==> config.mk <==
export PLATFORM = sky130hd
export DESIGN_NAME = lsu_mem_port
export DESIGN_NICKNAME = d
export VERILOG_FILES = /design/src/rtl/lsu_pkg.sv /design/src/rtl/lsu_load_align.sv /design/src/rtl/lsu_mem_port.sv
export SDC_FILE = /design/constraint.sdc
export NUM_CORES = 1
export LEC_CHECK = 0
export ABC_CLOCK_PERIOD_IN_PS = 3100
export BUFFER_PORTS_ARGS = -buffer_cell sky130_fd_sc_hd__buf_2
export CORE_ASPECT_RATIO = 1.1
export CORE_MARGIN = 1.5
export CORE_UTILIZATION = 44
export CTS_CLUSTER_SIZE = 40
export DETAILED_ROUTE_END_ITERATION = 8
export PLACE_DENSITY = 0.71
export SLEW_MARGIN = 20
export SYNTH_ARGS = -nofsm -noshare
export SYNTH_HDL_FRONTEND = slang
export SYNTH_HIERARCHICAL = 1
export SYNTH_SLANG_ARGS = --single-unit
==> constraint.sdc <==
create_clock -name clk -period 3.1 [get_ports clk]
set_clock_uncertainty 0.1 [all_clocks]
set_input_delay 0.155 -clock clk [delete_from_list [all_inputs] [get_ports clk]]
set_output_delay 0.155 -clock clk [all_outputs]
set_load 0.01 [all_outputs]
==> src/rtl/lsu_pkg.sv <==
// rtl/lsu_pkg.sv - shared types, constants and lane helpers for the LSU memory port
// Purpose: access size encoding, load-tracker entry layout, default RAM latency,
//          byte-lane write mask and alignment check used by lsu_mem_port and
//          lsu_load_align.
// Ports:   none (package).
package lsu_pkg;

  localparam int LSU_RAM_LAT_DEF = 2;

  typedef enum logic [1:0] {
    SZ_BYTE = 2'd0,
    SZ_HALF = 2'd1,
    SZ_WORD = 2'd2,
    SZ_BAD  = 2'd3
  } lsu_size_e;

  // One in-flight load: what the aligner needs once doutb comes back.
  typedef struct packed {
    logic       valid;
    logic [2:0] off;
    lsu_size_e  size;
    logic       sgn;
    logic [4:0] rd;
  } lsu_trk_t;

  function automatic logic [7:0] lane_mask(input lsu_size_e size, input logic [2:0] off);
    case (size)
      SZ_BYTE: lane_mask = 8'h01 << off;
      SZ_HALF: lane_mask = 8'h03 << off;
      SZ_WORD: lane_mask = 8'h0F << off;
      default: lane_mask = 8'h00;
    endcase
  endfunction

  function automatic logic is_misaligned(input lsu_size_e size, input logic [2:0] off);
    case (size)
      SZ_BYTE: is_misaligned = 1'b0;
      SZ_HALF: is_misaligned = off[0];
      SZ_WORD: is_misaligned = (off[1:0] != 2'b00);
      default: is_misaligned = 1'b1;
    endcase
  endfunction

endpackage

==> src/rtl/lsu_load_align.sv <==
// rtl/lsu_load_align.sv - combinational lane extract and sign/zero extension for loads
// Purpose: pick the bytes of a 64-bit RAM doubleword starting at lane off and
//          extend them to 32 bits according to access size and signedness.
// Ports:   doutb  in  64  RAM read doubleword
//          off    in  3   starting byte lane
//          size   in  2   access size (lsu_size_e)
//          sgn    in  1   sign-extend byte/half when 1
//          data   out 32  aligned, extended load value
module lsu_load_align
  import lsu_pkg::*;
(
  input  logic [63:0] doutb,
  input  logic [2:0]  off,
  input  lsu_size_e   size,
  input  logic        sgn,
  output logic [31:0] data
);

  logic [7:0] b0, b1, b2, b3;

  // Lane indices wrap at 8; only aligned accesses reach here, so a wrapped
  // lane is never part of the returned value.
  always_comb begin
    b0 = doutb[{off,         3'b000} +: 8];
    b1 = doutb[{off + 3'd1,  3'b000} +: 8];
    b2 = doutb[{off + 3'd2,  3'b000} +: 8];
    b3 = doutb[{off + 3'd3,  3'b000} +: 8];
    case (size)
      SZ_BYTE: data = {{24{sgn & b0[7]}}, b0};
      SZ_HALF: data = {{16{sgn & b1[7]}}, b1, b0};
      default: data = {b3, b2, b1, b0};
    endcase
  end

endmodule

==> src/rtl/lsu_mem_port.sv <==
// rtl/lsu_mem_port.sv - load/store unit port onto a 64-bit dual-port RAM
// Purpose: accept byte/half/word loads and stores, drive the RAM write port
//          (addra/dina/wea) and read port (addrb), track loads through the RAM
//          latency, return aligned results, flag misaligned accesses, stall
//          loads that would read a doubleword still being written, and report
//          register hazards against in-flight loads.
// Ports:   clk, rstn (sync, active-low)
//          req_valid/req_ready handshake; req_store, req_size, req_signed,
//          req_addr, req_wdata, req_rd request fields
//          addra, dina, wea (write port); addrb, doutb (read port)
//          ld_valid, ld_rd, ld_data, misalign_err (results)
//          q_rs1, q_rs2 in, hazard out
module lsu_mem_port
  import lsu_pkg::*;
#(
  parameter int RAM_LAT = LSU_RAM_LAT_DEF
)
(
  input  logic        clk,
  input  logic        rstn,
  input  logic        req_valid,
  output logic        req_ready,
  input  logic        req_store,
  input  logic [1:0]  req_size,
  input  logic        req_signed,
  input  logic [31:0] req_addr,
  input  logic [31:0] req_wdata,
  input  logic [4:0]  req_rd,
  output logic [31:0] addra,
  output logic [63:0] dina,
  output logic [7:0]  wea,
  output logic [31:0] addrb,
  input  logic [63:0] doutb,
  output logic        ld_valid,
  output logic [4:0]  ld_rd,
  output logic [31:0] ld_data,
  output logic        misalign_err,
  input  logic [4:0]  q_rs1,
  input  logic [4:0]  q_rs2,
  output logic        hazard
);

  lsu_size_e  req_sz;
  logic [2:0] req_off;
  logic [28:0] req_idx;
  logic       mis;
  logic       accept;
  logic       raw_hit;

  // trk[k] holds the load accepted k+1 cycles ago; trk[RAM_LAT] lines up with doutb.
  lsu_trk_t    trk    [RAM_LAT+1];
  // Stores accepted in the last RAM_LAT cycles, for read-after-write stalls.
  logic        st_v   [RAM_LAT];
  logic [28:0] st_idx [RAM_LAT];

  logic [31:0] align_data;

  assign req_sz  = lsu_size_e'(req_size);
  assign req_off = req_addr[2:0];
  assign req_idx = req_addr[31:3];
  assign mis     = is_misaligned(req_sz, req_off);
  assign accept  = req_valid & req_ready;

  always_comb begin
    raw_hit = 1'b0;
    for (int i = 0; i < RAM_LAT; i++) begin
      if (st_v[i] && (st_idx[i] == req_idx)) raw_hit = 1'b1;
    end
  end

  assign req_ready = ~(req_valid & ~req_store & raw_hit);

  always_comb begin
    hazard = 1'b0;
    for (int i = 0; i <= RAM_LAT; i++) begin
      if (trk[i].valid && (trk[i].rd != 5'd0) &&
          ((trk[i].rd == q_rs1) || (trk[i].rd == q_rs2)))
        hazard = 1'b1;
    end
  end

  lsu_load_align u_align (
    .doutb (doutb),
    .off   (trk[RAM_LAT].off),
    .size  (trk[RAM_LAT].size),
    .sgn   (trk[RAM_LAT].sgn),
    .data  (align_data)
  );

  always_ff @(posedge clk) begin
    if (!rstn) begin
      addra        <= '0;
      addrb        <= '0;
      dina         <= '0;
      wea          <= '0;
      misalign_err <= 1'b0;
      ld_valid     <= 1'b0;
      ld_rd        <= '0;
      ld_data      <= '0;
      for (int i = 0; i <= RAM_LAT; i++) trk[i] <= '0;
      for (int i = 0; i < RAM_LAT; i++) begin
        st_v[i]   <= 1'b0;
        st_idx[i] <= '0;
      end
    end else begin
      wea          <= '0;
      misalign_err <= 1'b0;
      if (accept) begin
        if (mis) begin
          misalign_err <= 1'b1;
        end else begin
          addra <= {3'b000, req_idx};
          addrb <= {3'b000, req_idx};
          if (req_store) begin
            wea  <= lane_mask(req_sz, req_off);
            dina <= {32'h0, req_wdata} << {req_off, 3'b000};
          end
        end
      end

      trk[0].valid <= accept & ~mis & ~req_store;
      trk[0].off   <= req_off;
      trk[0].size  <= req_sz;
      trk[0].sgn   <= req_signed;
      trk[0].rd    <= req_rd;
      for (int i = 1; i <= RAM_LAT; i++) trk[i] <= trk[i-1];

      st_v[0]   <= accept & ~mis & req_store;
      st_idx[0] <= req_idx;
      for (int i = 1; i < RAM_LAT; i++) begin
        st_v[i]   <= st_v[i-1];
        st_idx[i] <= st_idx[i-1];
      end

      // Result registers only move when a load retires, so they hold otherwise.
      ld_valid <= trk[RAM_LAT].valid;
      if (trk[RAM_LAT].valid) begin
        ld_rd   <= trk[RAM_LAT].rd;
        ld_data <= align_data;
      end
    end
  end

endmodule
# Yosys cells after proc, flatten, opt, wreduce, memory -nomap -nowiden
# Memory sizes are Yosys's and may differ from the RTL's.
# Cells that the tools add are included.
[classes]
add_sub_neg = 3
eq_ne = 11
shift = 8
n_mux = 22
bitwise_logic = 24
reduce_logical = 21
[op_table]
columns = ["op", "n"]
rows = [
  ["$shiftx 64x7->8", 4],
  ["$pmux 32 s2", 1],
  ["$shl 32x6->64", 1],
  ["$eq 29x29->1", 2],
  ["$mux 29", 2],
  ["$eq 5x5->1", 6],
  ["$mux 12", 2],
  ["$pmux 8 s3", 1],
  ["$reduce_bool 5->1", 3],
  ["$mux 1", 12],
  ["$or 1x1->1", 11],
  ["$and 1x1->1", 8],
  ["$logic_and 1x1->1", 8],
  ["$shl 1x3->8 const A", 1],
  ["$shl 2x3->8 const A", 1],
  ["$shl 4x3->8 const A", 1],
  ["$add 3x2->3 const B", 2],
  ["$mux 5", 1],
  ["$not 1->1", 5],
  ["$eq 2x1->1 const B", 2],
  ["$logic_not 2->1", 2],
  ["$reduce_and 2->1", 2],
  ["$reduce_or 4->1", 1],
  ["$add 3x1->3 const B", 1],
  ["other kinds (7)", 9],
]
[totals]
reg_bits = 140
mem_bits_rw = 96
output_inout_bits = 177
elab_cells = 99
memories = 3
[mem_list]
columns = ["memory", "words", "word_bits", "read_ports", "rd_clocked_by_memory_dff", "wr", "line", "text"]
rows = [
  ["st_idx", 2, 29, 2, 0, 2, "lsu_mem_port.sv:54", "logic [28:0] st_idx [RAM_LAT];"],
  ["trk", 3, 12, 3, 0, 3, "lsu_mem_port.sv:51", "lsu_trk_t trk [RAM_LAT+1];"],
  ["st_v", 2, 1, 2, 0, 2, "lsu_mem_port.sv:53", "logic st_v [RAM_LAT];"],
]

# Logic depth before layout (Yosys ltp)
# An unclocked memory read counts as a cell.
[depth]
ltp_word = 11
depth_mapped = 14
depth_no_buf = 8

# Hierarchy
# The synthesis kept the hierarchy.
[modules_own_cells]
columns = ["mod", "instances", "cells_each", "area_per_inst_um2"]
rows = [
  ["lsu_mem_port", 1, 1034, 9965.8],
  ["lsu_load_align", 1, 177, 2260.9],
]

# Worst setup path before layout
# No wires, ideal clock.
[synth_path]
kind = "reg-to-reg"
startpoint = "memory trk[0][32] (netlist name)"
endpoint = "register ld_data[28]"
arrival_ns = 2.859
required_time_ns = 2.884
path_slack_ns = 0.024
stages_incl_launch_ff = 15
n_path_buf = 6
period_less_slack_ns = 3.076
path_cell_list = "dfxtp_1 buf_6 buf_2 buf_4 inv_1 ha_1 buf_2 buf_2 buf_2 mux4_2 mux2_2 nand2_1 nand3_1 mux2i_1 nor2b_1"
[synth_lines]
columns = ["element", "line", "text"]
rows = [
  ["start, declared", "lsu_mem_port.sv:51", ""],
  ["end signal, assigned", "lsu_mem_port.sv:139", "ld_data <= align_data;"],
  ["end, declared", "lsu_mem_port.sv:36", "output logic [31:0] ld_data,"],
]

# Worst setup path in the final report
[layout_path]
startpoint = "input port req_size[0]"
endpoint = "register dina[37]"
[layout_via]
elab_chain_len = 4
[layout_lines]
columns = ["element", "line", "text"]
rows = [
  ["start, declared", "lsu_mem_port.sv:24", "input logic [1:0] req_size,"],
  ["$eq 2x2->1 (tied with other cells)", "lsu_pkg.sv:36", "case (size)"],
  ["$pmux 1 s3 *", "lsu_pkg.sv:36", ""],
  ["$not 1->1 *", "--", ""],
  ["$reduce_and 3->1 (no line) *", "--", ""],
  ["end signal, assigned", "lsu_mem_port.sv:116", "dina <= {32'h0, req_wdata} << {req_off, 3'b000};"],
  ["end, declared", "lsu_mem_port.sv:30", "output logic [63:0] dina,"],
]
# Mark *: on every way between the ends. The rest lies on a longest branch, timed or not.
# A chain may end at the register's enable or synchronous reset.

==> impl_metrics.toml <==
[outcome]
status = "complete, no violations"

[synth]
synth-main-ff-cell = "dfxtp_1"
yosysTopAreaCell = "dfxtp_1"
netlist_area_sq_um = 12200
synth_edf_count = 0
synthTopCellsByArea = "dfxtp_1 (39%), mux4_2 (11%), mux2i_1 (7.4%)"
ys_seq_area_share_pct = 38.6
yosys.cell_count.top_type = "dfxtp_1"
synth_top_area_share_pct = 38.6
synthTopCellsByCount = "dfxtp_1 (236), nand2_1 (119), mux2i_1 (90)"
ys_async_sr_fraction_pct = 0
synth_warnings = 6
ys_ff_latch = 236
synth_area_per_cell_sq_um = 10.1
ys_types = 56
syn_inst = 1211

[worst_setup_path]
critPathLaunchType = "input pin"
crit_path_top_delay_cell = "or3_4"
cp_num_buf_inv = 4
cp_max_fo = 25
critPathTopFamily = "buffers and inverters"
path_class = "input pin to flop"
cp.required_ps = 3470
cpPeakStageDelay_ps = 600
critical_path_arrival_ps = 3310
critPathMostFrequentCell = "dlygate4sd3_1"
worst_setup_path_end_kind = "flop"
crit_chain = "dlygate4sd3_1, buf_2, inv_1, ha_1, a21oi_2, o21ai_1, or3_4, nor3_4, a221oi_1, nor2b_1, dlygate4sd3_1"

[place]
gp_congestion = 0.945
dp_hpwl_mm = 25.1
placed_cells = 1787
numPortBuffers = 320

[hold_path]
hold_path.class = "input pin to flop"

[cts]
clk_latency_ps = 530
htreeDepth = 1
cts_buffer_depth = 3
cts.sinks = 236
cts_root_buf = "clkbuf_16"
clkTransAtPathRegs_ps = 60
cts_made_buffers = 27
cts_tree = "yes"

[sta]
fin_setup_tns_ps = 0
timing.final.crit_share_pct = 95.0
rsz0062_at_grt = "false"
relSlewSlack_pct = 53.4
maxSlewViolCount = 0
finalCriticalPeriod_ps = 2940
hold_viol = 0
setup_viol = 0
max_freq_mhz = 340
max_slew.worst_pin.slew_ps = 698

[die]
fp.dieH_microns = 178
die-area_sq_um = 28800
die_w_microns = 162
start_util_pct = 45.1
num_rows = 63
coreArea_sq_um = 27100
io_pins = 327

[power_and_ir_drop]
switchingPower_mw = 1.91
pwr-share-clk_pct = 43.2
power_density_nw_per_um2 = 496
power_mw = 7.58
combPwrFrac_pct = 14.5
ir_drop_mv = 0.438
p_sw_share_pct = 25.2
cell_internal_pwr_mw = 5.67
p_seq_share_pct = 42.3
p_leak_nw = 6.56

[cells_and_area]
drive_gt1_share_pct = 31.9
syn2layout_area_growth_pct = 25.0
fin_cells = 1897
nNetsFinal = 1675

[detailed_routing]
avgViaCountPerCell = 5.33
drt_iter0_markers = 841
ant_nets = 0
drcViolationCount = 0
finalWirelength_mm = 35.7
via_count = 10100
dr.pass1.iters = 5
wl_per_cell_microns = 18.8

[global_routing]
grt_pass1_wl_mm = 54.0
grt_max_degree = 86
grt_usage_pct = 23.8
overflow = 0
antenna_found_initial = 3
grt_pass1_vias = 9704

[run]
max-cap-violations = 0
==> per-stage QoR <==
step,utilization [%],cell area (sq um),hold slack [ps],setup WS (ps)
floorplan,-,12200,166,24.2
global placement,50.7,13800,264,559
detailed placement,50.7,13800,265,532
CTS,56.3,15300,0.244,17.5
global route,56.4,15300,33.0,21.0
finish,56.4,15300,18.4,156
==> flip-flops by register name (all words and copies together), names as in the netlist <==
register	count
ld_data	32
dina	64
st_idx	58
misalign_err	1
ld_valid	1
ld_rd	5
wea	8
st_v	2
trk	36
addrb	29
==> cells by family after synthesis <==
kind of cell,after synthesis,synth area share (%)
multiplexers,186,22.0
buffers and inverters,163,7.15
flip-flops,236,38.6
other,1,0.0307
adder cells (fa/ha/maj),5,0.512
AND/OR/NAND/NOR,421,18.9
XOR/XNOR,90,6.66
AO/OA/AOI/OAI,109,6.12
==> what timing repair did <==
item | CTS | global route
gates resized for setup | 0 | 1
hold endpoints to repair | 95 | 0
setup buffers | 0 | 1
hold buffers | 59 | 0
endpoints found under the setup margin | 0 | 2
==> metal layers <==
metal	part of all wire (%)	vias up	global-route usage, %
met5	0	-	0
met4	3.2	0	9.40
met3	7.7	67	4.58
met2	48	439	40.0
met1	41	4804	30.2
li1	-	4800	-
==> cell usage in the layout (no fill, tap or decap), types with 14 or more instances in the layout <==
| master | instances |
|---|---|
| buf_2 | 319 |
| dfxtp_1 | 234 |
| nand2_1 | 119 |
| mux2i_1 | 90 |
| nor2b_1 | 86 |
| xnor2_1 | 74 |
| and2_1 | 74 |
| mux4_2 | 62 |
| dlygate4sd3_1 | 59 |
| inv_1 | 38 |
| mux2_2 | 33 |
| nor2_1 | 29 |
| a21oi_1 | 28 |
| nand3_1 | 27 |
| clkbuf_16 | 27 |
| o21ai_0 | 20 |
| buf_4 | 17 |
| a221oi_1 | 16 |
| nand4_1 | 14 |
| nor4_1 | 14 |
| xor2_1 | 14 |
==> area by class of cell <==
class	count	area (sq um)
Fill cell	2411	11800
Multi-Input combinational cell	818	6660
Sequential cell	236	4730
Timing Repair Buffer	399	2390
Clock buffer	37	783
Tap cell	357	447
Inverter	38	143
Clock inverter	10	135
Antenna cell	2	5.00
==> power by group through the flow <==
stage | combinational, mW | sequential [mW] | clock (mW)
final | 1.10 | 3.21 | 3.27
after global routing | 1.18 | 3.22 | 3.49
after CTS | 1.09 | 3.21 | 3.36
after detailed placement | 1.02 | 3.27 | 0
after global placement | 1.02 | 3.27 | 0
after floorplan | 0.659 | 3.28 | 0
==> final timing paths <==
kind                  from          to  slack (ps)  cells after the start
max            req_size[0]    dina[37]         160                     11
min          req_wdata[29]    dina[53]          20                      3
max reg2reg  st_idx[0][20]   addrb[17]         660                      7
min reg2reg     trk[0][22]  trk[0][34]         330                      1
==> worst reg2reg max path, cell delays in order, from the launching register on <==
cell     delay, ps
dfxtp_1        320
xnor2_1        250
nand4_1        160
nor4_1         300
a22oi_1        220
o31ai_4        210
buf_4          480
mux2i_1        320
Power figures use the tool's default switching activity.
